## src/rtl/jtag_bsr_ctrl.sv

```systemverilog
// jtag_bsr_ctrl: parametrised boundary-scan data register (TCK domain).
// Chain LSB-first: [IN | OUT | OE | COMMIT]; one update latch pair shared by
// SAMPLE/PRELOAD and EXTEST; CLAMP/HIGHZ pad overrides; functional/test pad mux.
// Optional macro JTAG_BSR_LENCHK_EN: adds a shift counter so updates are only
// accepted after exactly BSR_LEN shifts, with a sticky len_err_o otherwise.
module jtag_bsr_ctrl #(
   parameter int unsigned N_GPIO = 14,
   parameter int unsigned N_DIN  = 14
) (
   input  logic                      tck_i,
   input  logic                      test_logic_reset_i,
   input  logic                      capture_dr_i,
   input  logic                      shift_dr_i,
   input  logic                      update_dr_i,
   input  logic                      extest_select_i,
   input  logic                      sample_preload_select_i,
   input  logic                      clamp_select_i,
   input  logic                      highz_select_i,
   input  logic                      tdi_i,
   output logic                      tdo_o,
   input  logic [N_GPIO+N_DIN-1:0]   bsr_i,
   input  logic [N_GPIO-1:0]         func_o_i,
   input  logic [N_GPIO-1:0]         func_oe_i,
   output logic [N_GPIO-1:0]         bsr_o,
   output logic [N_GPIO-1:0]         bsr_oe,
   output logic                      override_o,
   output logic                      len_err_o
);

   localparam int unsigned IN_LEN     = N_GPIO + N_DIN;
   localparam int unsigned OUT_LEN    = N_GPIO;
   localparam int unsigned OE_LEN     = N_GPIO;
   localparam int unsigned BSR_LEN    = IN_LEN + OUT_LEN + OE_LEN + 1;
   localparam int unsigned OUT_LSB    = IN_LEN;
   localparam int unsigned OE_LSB     = IN_LEN + OUT_LEN;
   localparam int unsigned COMMIT_BIT = BSR_LEN - 1;

   logic [BSR_LEN-1:0] shift_q;
   logic [OUT_LEN-1:0] upd_out_q;
   logic [OE_LEN-1:0]  upd_oe_q;
   logic               dr_active_c;
   logic               do_capture_c;
   logic               do_shift_c;
   logic               do_update_c;
   logic               commit_c;
   logic               len_ok_c;

   // Strobe qualification with capture > shift > update priority
   always_comb begin
      dr_active_c  = extest_select_i | sample_preload_select_i;
      do_capture_c = dr_active_c & capture_dr_i;
      do_shift_c   = dr_active_c & shift_dr_i & ~capture_dr_i;
      do_update_c  = dr_active_c & update_dr_i & ~capture_dr_i & ~shift_dr_i;
      commit_c     = shift_q[COMMIT_BIT];
   end

   // Capture/shift stage; COMMIT captures as 0 so a stale commit never re-applies
   always_ff @(posedge tck_i or posedge test_logic_reset_i) begin
      if (test_logic_reset_i) begin
         shift_q <= '0;
      end else if (do_capture_c) begin
         shift_q <= {1'b0, upd_oe_q, upd_out_q, bsr_i};
      end else if (do_shift_c) begin
         shift_q <= {tdi_i, shift_q[BSR_LEN-1:1]};
      end
   end

`ifdef JTAG_BSR_LENCHK_EN
   localparam int unsigned CNT_W = $clog2(BSR_LEN + 2);

   logic [CNT_W-1:0] cnt_q;
   logic             len_err_q;

   assign len_ok_c  = (cnt_q == CNT_W'(BSR_LEN));
   assign len_err_o = len_err_q;

   // Shift counter saturating at BSR_LEN+1 so over-length scans stay detectable
   always_ff @(posedge tck_i or posedge test_logic_reset_i) begin
      if (test_logic_reset_i) begin
         cnt_q <= '0;
      end else if (do_capture_c) begin
         cnt_q <= '0;
      end else if (do_shift_c && (cnt_q != CNT_W'(BSR_LEN + 1))) begin
         cnt_q <= cnt_q + CNT_W'(1);
      end
   end

   // Sticky length error: set by a committed update of the wrong length, cleared on capture
   always_ff @(posedge tck_i or posedge test_logic_reset_i) begin
      if (test_logic_reset_i) begin
         len_err_q <= 1'b0;
      end else if (do_capture_c) begin
         len_err_q <= 1'b0;
      end else if (do_update_c && commit_c && !len_ok_c) begin
         len_err_q <= 1'b1;
      end
   end
`else
   assign len_ok_c  = 1'b1;
   assign len_err_o = 1'b0;
`endif

   // Update stage; latches survive instruction changes so PRELOAD feeds EXTEST
   always_ff @(posedge tck_i or posedge test_logic_reset_i) begin
      if (test_logic_reset_i) begin
         upd_out_q <= '0;
         upd_oe_q  <= '0;
      end else if (do_update_c && commit_c && len_ok_c) begin
         upd_out_q <= shift_q[OUT_LSB +: OUT_LEN];
         upd_oe_q  <= shift_q[OE_LSB  +: OE_LEN];
      end
   end

   // Pad mux and serial out: HIGHZ over EXTEST/CLAMP over functional
   always_comb begin
      bsr_o      = func_o_i;
      bsr_oe     = func_oe_i;
      override_o = extest_select_i | clamp_select_i | highz_select_i;
      tdo_o      = dr_active_c ? shift_q[0] : 1'b0;
      if (highz_select_i) begin
         bsr_o  = '0;
         bsr_oe = '0;
      end else if (extest_select_i || clamp_select_i) begin
         bsr_o  = upd_out_q;
         bsr_oe = upd_oe_q;
      end
   end

endmodule

```

## config.mk

```make
export PLATFORM = sky130hd
export DESIGN_NAME = jtag_bsr_ctrl
export DESIGN_NICKNAME = d
export VERILOG_FILES = /design/src/rtl/jtag_bsr_ctrl.sv
export SDC_FILE = /design/constraint.sdc
export NUM_CORES = 1
export LEC_CHECK = 0
export ABC_AREA = 1
export CAP_MARGIN = 30
export CORE_ASPECT_RATIO = 1.2
export CORE_UTILIZATION = 35
export DETAILED_ROUTE_END_ITERATION = 7
export PLACE_DENSITY_LB_ADDON = 0.08
export SYNTH_ARGS = -nofsm -noshare
export SYNTH_HDL_FRONTEND = slang
export SYNTH_SLANG_ARGS = --single-unit
```

## constraint.sdc

```tcl
create_clock -name tck_i -period 3.7 [get_ports tck_i]
set_clock_uncertainty 0.05 [all_clocks]
set_input_delay 0.74 -clock tck_i [delete_from_list [all_inputs] [get_ports tck_i]]
set_output_delay 0.74 -clock tck_i [all_outputs]
set_load 0.005 [all_outputs]
```

# ---- Word level (Yosys, flattened, before mapping)
# Index checks and enable logic that the tools add are counted.
dict set report word_totals {
  reg_bits 85
  in_bits 66
}
dict set report classes {
  reduce_logical 3
  muxes 7
  n_bitwise 11
}
# cell count
set ops {}
lappend ops {{57-bit 2-to-1 mux} 2}
lappend ops {{14-bit 2-to-1 mux} 4}
lappend ops {{1-bit AND} 6}
lappend ops {{1-bit bitwise OR} 3}
lappend ops {{1-bit NOT} 2}
lappend ops {{2-bit nonzero test} 1}
lappend ops {{1-bit logical AND} 1}
lappend ops {{1-bit logical OR} 1}
lappend ops {{1-bit 2-to-1 mux} 1}

# ---- Logic depth before layout (Yosys ltp)
# Gate-level depths: netlist (run 1).
dict set report depth {
  depth_word 5
  mapped_depth 8
}

# ---- Worst setup path after synthesis (run 1)
# Ideal clock, no wire load.
dict set report synth_timing {
  kind {input to output}
  startpoint {input port extest_select_i}
  endpoint {output port bsr_o[0]}
  path_stages 5
  slack_ps 1450
  arrival_time_ps 1460
  t_required_ps 2910
  cell_sequence {nor2_1 clkbuf_2 clkbuf_4 o21ai_0 nor2_1}
}
dict set report synth_via {
  elab_chain_cells 3
}
# element line
set synth_rtl {}
lappend synth_rtl {{start: declaration} 15} ;# input logic extest_select_i,
lappend synth_rtl {{1-bit logical OR} 123} ;# end else if (extest_select_i || clamp_select_i) begin
lappend synth_rtl {{14-bit 2-to-1 mux} 123}
lappend synth_rtl {{14-bit 2-to-1 mux} 120} ;# if (highz_select_i) begin
lappend synth_rtl {{end: declaration} 24} ;# output logic [N_GPIO-1:0] bsr_o,
# No other way between the ends.

# ---- Worst setup path in the final report (run 1)
dict set report layout_timing {
  startpoint {input port highz_select_i}
  endpoint {output port bsr_o[3]}
}
dict set report layout_via {
  elab_chain_cells 1
}
# element line
set layout_rtl {}
lappend layout_rtl {{start: declaration} 18} ;# input logic highz_select_i,
lappend layout_rtl {{14-bit 2-to-1 mux} 120}
# No other way between the ends.

==> results_dict.tcl, run 1 <==
set metrics [dict create \
    nets 850 \
    min_to "shift_q[5]$_DFFE_PP0P_" \
    final-setup-viol-count 0 \
    period_share_pct 88.2 \
    yosysWarnings 0 \
    crit_required_ns 2.91 \
    grt_pass1_wl_um 19500 \
    die_h_um 128 \
    worstMarginPinSlew_ns 0.634 \
    htreeDepth 3 \
    first_pass_iters 4 \
    cp-start-kind "input port" \
    switching_share_pct 29.1 \
    wl_per_cell_um 11.9 \
    drive_gt1_share_pct 4.31 \
    grt_start_max_net_pins 115 \
    cts_made_buffers 9 \
    cts_resized 0 \
    place.gp.congestion 0.710 \
    io_pins 97 \
    vdd_drop_max_v 0.000232 \
    synth_cell_types 19 \
    root_buffer "clkbuf_16" \
    worstSkewPairLatency_ns 0.34 \
    seq_area_frac_synth_pct 45.7 \
    maxCapViolCount 0 \
    min_path_type "reg -> reg" \
    synthTopCellsByArea "dfrtp_1, nand2_1, nor2_1" \
    synth_top_area_share_pct 45.7 \
    core_area_um2 12800 \
    timing.slew.headroom_pct 57.7 \
    synth_edf_count 0 \
    leakagePower_nw 3.23 \
    crit_top_cell "clkdlybuf4s50_1" \
    r2r_slack_ns 2.30 \
    rows 45 \
    grt_antenna_before_repair 0 \
    fin_setup_tns_ns 0 \
    vias 4320 \
    synthArstFlopShare_pct 100 \
    final_cell_area_um2 6000 \
    placement.io_buffers 95 \
    viasPerCell 4.53 \
    ys.flop_type "dfrtp_1" \
    path_cells "clkdlybuf4s50_1, inv_1, buf_4, o21ai_0, nor2_1, clkdlybuf4s50_1" \
    grt_use_total_pct 17.9 \
    critical_path.slowest_cell "clkdlybuf4s50_1" \
    seq_area_um2 2130 \
    regToRegEndpoint "upd_out_q[5]$_DFFE_PP0P_" \
    syn_avg_cell_area_um2 6.55 \
    final_antenna_net_count 0 \
    critPathMaxStageDelay_ns 0.51 \
    reg2reg_depth 5 \
    cts_tree "built" \
    outcome "finished, final reports clean" \
    crit_fanout 16 \
    syn_area_um2 4660 \
    power.density_nw_per_um2 446 \
    p_int_mw 1.90 \
    fillers 1355 \
    synth_top_area_cell "dfrtp_1" \
    cts.path.max_buffers 2 \
    seq_power_share_pct 45.0 \
    post_cts.repair.setup_buffers 0 \
    clkPwrFrac_pct 33.7 \
    period_minus_slack_ns 3.26 \
    min_from "shift_q[5]$_DFFE_PP0P_" \
    grt_pass1_vias 4151 \
    synthesis.nets 777 \
    power.switching_mw 0.780 \
    combPwrFrac_pct 21.3 \
    overflow 0 \
    antenna_cells 0 \
    syn_inst 711 \
    crit_type "in -> out" \
    finalPower_mw 2.68 \
    clkTransAtPathRegs_ns 0.06 \
    rsz0062_at_grt "no" \
    syn2layout_area_growth_pct 28.9 \
    start_util_pct 36.3 \
    fmax_mhz 306 \
    cp.arrival_ns 2.47 \
    min_path_cells 2 \
    cts.sinks 85 \
    hold_buffers 0 \
    drv_slew 0 \
    critPathCaptureType "primary output" \
    ys_seq_elements 85 \
    dpl-instance-area_um2 5710 \
    drt_iter0_markers 254 \
    fp.dieW_um 107 \
    wl_um 11400 \
    r2r-start "shift_q[56]$_DFFE_PP0P_" \
    drcViolationCount 0 \
    dieArea_um2 13800 \
    hold_violations 0 \
    dp_hpwl_um 6850 \
    multi_input_area_um2 2080 \
]
==> state kept, by name, indices dropped and copies added, names as in the netlist <==
signal,flops
shift_q,57
upd_out_q,14
upd_oe_q,14
==> power groups by stage <==
| stage | clock network, mW | logic (mW) | registers, mW |
|---|---|---|---|
| after floorplan | 0 | 0.375 | 1.19 |
| after global placement | 0 | 0.573 | 1.22 |
| after detailed placement | 0 | 0.579 | 1.22 |
| after CTS | 0.934 | 0.583 | 1.21 |
| after global routing | 0.969 | 0.667 | 1.23 |
| final | 0.903 | 0.571 | 1.21 |
==> placed cells by master, fill, tap and decap left out, types with 2 or more instances in the layout <==
cell / netlist / routed
nand2_1: 286 / 285
o21ai_1: 2 / 2
clkbuf_16: 0 / 9
clkbuf_1: 10 / 2
nor2_2: 0 / 2
inv_1: 62 / 61
buf_12: 0 / 2
clkdlybuf4s50_1: 0 / 95
clkinv_2: 0 / 3
dfrtp_1: 85 / 85
inv_2: 2 / 2
nand4_1: 28 / 28
nor2_1: 170 / 168
buf_4: 4 / 9
nand2_2: 2 / 2
o21ai_0: 27 / 27
==> layer usage <==
metal	global-route usage [%]	part of all wire (%)	vias to the layer above
met1	22.2	47	1955
met2	31.2	47	82
met3	3.19	3.9	9
li1	-	-	2274
met4	6.53	1.3	0
met5	0	0	-
==> cell usage after synthesis (2+ instances only) <==
cell	instances
inv_2	2
inv_1	62
nand2_1	286
o21ai_1	2
dfrtp_1	85
clkbuf_1	10
nand2_2	2
nand4_1	28
o21ai_0	27
nor2_1	170
buf_4	4
buf_2	26
==> layout make-up <==
| class | count | area share [%] |
|---|---|---|
| repair buffers | 106 | 17.6 |
| multi-input cells | 518 | 34.6 |
| inverters | 64 | 4.02 |
| clock inverters | 4 | 0.792 |
| flip-flops and latches | 85 | 35.4 |
| clock buffers | 12 | 4.11 |
| well taps | 164 | 3.42 |
==> worst max-delay path, delay by kind of cell <==
kind / cells / cell delay (ns)
buf+inv: 4 / 1.51
compound gates: 1 / 0.11
simple gates: 1 / 0.11
==> per-stage QoR <==
stage          instances  worst slack, ns  utilization [%]  hold WS, ns
6_report             953            0.435             46.8        0.426
3_5_place_dp         937            0.447             44.5        0.415
2_1_floorplan        711            0.717                -        0.399
3_3_place_gp         937            0.472             44.5        0.412
4_1_cts              953            0.432             46.8        0.431
5_1_grt              953            0.324             46.8        0.450
==> kinds of logic after synthesis <==
logic type,share of synthesized area [%]
buffers and inverters,9.99
AND/OR/NAND/NOR,41.0
flip-flops,45.7
AO/OA/AOI/OAI,3.28
other,0.0805
==> worst max-delay path by stage <==
stage | start | to | slack (ns) | cells after the start
after floorplan | test_logic_reset_i | shift_q[0]$_DFFE_PP0P_ | 0.72 | 1
after global placement | highz_select_i | bsr_o[1] | 0.47 | 6
after detailed placement | highz_select_i | bsr_o[3] | 0.45 | 6
after CTS | highz_select_i | bsr_o[3] | 0.43 | 6
after global routing | highz_select_i | bsr_o[6] | 0.32 | 6
final | highz_select_i | bsr_o[3] | 0.44 | 6
No activity file was read; power rests on OpenSTA's default activity.
==> inputs of run 2 (changes only) <==
Settings changed: ABC_AREA 1 to default, HOLD_SLACK_MARGIN from default to 0.06, SETUP_SLACK_MARGIN from default to 0.4.
==> results_dict.tcl, run 2 <==
set metrics [dict create \
    largest_register_ffs 57 \
    rsz0062_at_grt "yes" \
    yosysWarnings 0 \
    htreeDepth 3 \
    syn2layout_area_growth_pct 37.4 \
    drt_iter0_markers 157 \
    grt_pass1_wl_um 16200 \
    synth_edf_count 0 \
    critPathCaptureType "primary output" \
    drive_gt1_share_pct 12.8 \
    crit_top_cell "clkdlybuf4s50_1" \
    synth_mux_area_share_pct 8.11 \
    wl_per_cell_um 15.1 \
    multi_input_area_um2 1610 \
    final-setup-viol-count 0 \
    drv_slew 0 \
    vdd_drop_max_v 0.000255 \
    layout_common_cells "nand2_1, clkdlybuf4s50_1, dfrtp_1" \
    drcViolationCount 6 \
    synth_top_area_cell "dfrtp_1" \
    cts.path.max_buffers 2 \
    cts_tree "built" \
    min_path_type "reg -> reg" \
    final_common_cell "nand2_1" \
    wl_um 9620 \
    worstMarginPinSlew_ns 0.739 \
    fmax_mhz 307 \
    period_share_pct 88.0 \
    synthArstFlopShare_pct 100 \
    grt_antenna_before_repair 0 \
    clkTransAtPathRegs_ns 0.06 \
    grt_pass1_vias 3305 \
    cp-start-kind "input port" \
    crit_fanout 12 \
    synthSimpleGateAreaFrac_pct 11.8 \
    fp.dieW_um 98.2 \
    first_pass_iters 6 \
    syn_area_um2 3890 \
    reg_top3 "shift_q (57), upd_oe_q (14), upd_out_q (14)" \
    violations "design-rule violations" \
    io_pins 97 \
    start_util_pct 36.4 \
    ys_seq_elements 85 \
    regToRegEndpoint "upd_out_q[4]$_DFFE_PP0P_" \
    synthMostInstantiatedCell "nand2_1" \
    synthXorXnorAreaFrac_pct 0 \
    crit_required_ns 2.91 \
    crit_start "extest_select_i" \
    placement.io_buffers 95 \
    final_antenna_net_count 0 \
    reg2reg_depth 4 \
    synthTopCellsByCount "nand2_1, dfrtp_1, o21ai_0, o22ai_1, a21oi_1" \
    cp.arrival_ns 2.46 \
    synth-compound-area-share_pct 20.7 \
    synth_cell_types 20 \
    timing.slew.headroom_pct 50.7 \
    vias 3241 \
    fin_setup_tns_ns 0 \
    critPathMaxStageDelay_ns 0.52 \
    synthAdderAreaFrac_pct 0 \
    antenna_cells 0 \
    hold_buffers 0 \
    root_buffer "clkbuf_16" \
    setup_slack_ns 0.446 \
    synth_top_family_by_area "compound AO/OA/AOI/OAI gates" \
    top_register "shift_q" \
    synthTopCellsByArea "dfrtp_1, nand2_1, o22ai_1" \
    power.density_nw_per_um2 488 \
    core_area_um2 10700 \
    synth_top_area_share_pct 54.7 \
    nets 569 \
    hold_violations 0 \
    seq_area_frac_synth_pct 54.7 \
    cp-endpoint "bsr_oe[8]" \
    leakagePower_nw 2.22 \
    seq_area_um2 2130 \
    ys.flop_type "dfrtp_1" \
    r2r_slack_ns 1.95 \
    critical_path.slowest_cell "clkdlybuf4s50_1" \
    r2r-start "shift_q[56]$_DFFE_PP0P_" \
    dp_hpwl_um 6430 \
    path_cells "clkdlybuf4s50_1, buf_4, nor2_4, clkbuf_16, nand2_1, a21oi_1, clkdlybuf4s50_1" \
    place.gp.congestion 0.726 \
    cts.sinks 85 \
    overflow 0 \
    maxCapViolCount 0 \
    worstSkewPairLatency_ns 0.33 \
    period_minus_slack_ns 3.25 \
    synthesis.nets 480 \
    dieArea_um2 11500 \
    die_h_um 117 \
    dp_slack_ns 0.305 \
    grt_start_max_net_pins 101 \
    crit_type "in -> out" \
    rows 41 \
    final_util_pct 50.1 \
    outcome "complete, but fails checks" \
    viasPerCell 5.10 \
    syn_inst 414 \
    syn_avg_cell_area_um2 9.39 \
    cts_made_buffers 9 \
    fillers 1039 \
    grt_use_total_pct 17.6 \
    finalPower_mw 2.61 \
]
[run 2: cell types whose count changed after synthesis, moves of 30 or more]
cell,delta
o22ai_1,+57
inv_1,-60
nand2_1,-172
o21ai_0,+30
nor2_1,-169
[run 2: where the power goes]
group	leakage, nW	total [mW]	switching, mW	internal (mW)
clock	0.139	0.841	0.336	0.505
combinational	0.989	0.525	0.226	0.299
sequential	1.09	1.24	0.127	1.11
[run 2: layout make-up]
cell class                 instances  share of cell area [%]
sequential                        85                    39.8
inverter                           2                   0.164
clock buffer                      14                    5.13
timing repair buffer             113                    21.6
tap                              129                    3.02
multi-input combinational        292                    30.1
clock inverter                     1                  0.0937
[run 2: stage by stage]
| step | hold WS (ns) | std cells | cell area [um2] |
|---|---|---|---|
| final | 0.430 | 636 | 5340 |
| after global routing | 0.449 | 636 | 5340 |
| after CTS | 0.434 | 633 | 5290 |
| after detailed placement | 0.421 | 618 | 4990 |
| after global placement | 0.413 | 618 | 4990 |
| after floorplan | 0.400 | 414 | 3890 |
[run 2: worst min-delay path by stage]
stage | start | endpoint | slack (ns) | cells after the start
after floorplan | shift_q[0]$_DFFE_PP0P_ | shift_q[0]$_DFFE_PP0P_ | 0.40 | 2
after global placement | shift_q[3]$_DFFE_PP0P_ | shift_q[3]$_DFFE_PP0P_ | 0.41 | 2
after detailed placement | shift_q[15]$_DFFE_PP0P_ | shift_q[15]$_DFFE_PP0P_ | 0.42 | 2
after CTS | shift_q[15]$_DFFE_PP0P_ | shift_q[15]$_DFFE_PP0P_ | 0.43 | 2
after global routing | shift_q[3]$_DFFE_PP0P_ | shift_q[3]$_DFFE_PP0P_ | 0.45 | 2
final | shift_q[15]$_DFFE_PP0P_ | shift_q[15]$_DFFE_PP0P_ | 0.43 | 2
[run 2: per-layer routing]
| metal | up-vias | wire, um | part of all wire [%] | track usage, % |
|---|---|---|---|---|
| met5 | - | 0 | 0 | 0 |
| met1 | 1532 | 4600 | 48 | 23.3 |
| met4 | 0 | 188 | 2.0 | 7.84 |
| met3 | 11 | 381 | 4.0 | 2.86 |
| li1 | 1633 | - | - | - |
| met2 | 65 | 4460 | 46 | 28.2 |
[run 2: critical path: cells and delay by family]
kind                   cells  cell delay, ns
AOI/OAI and AO/OA          1            0.12
buffers and inverters      4            1.35
and+or+nand+nor            2            0.25
[run 2: cells by family (layout without fill, tap and decap cells)]
group	count (synthesis)	after routing
buffers and inverters	37	130
other	1	1
multiplexers	28	28
AND/OR/NAND/NOR	118	118
flip-flops	85	85
AO/OA/AOI/OAI	145	145
[run 2: repair_timing]
item | 4_1_cts | 5_1_grt
cloned | 0 | 1
pin swaps | 0 | 2
gates resized for setup | 5 | 1
setup buffers | 0 | 2
endpoints found under the hold margin | 0 | 0
endpoints found under the setup margin | 24 | 16
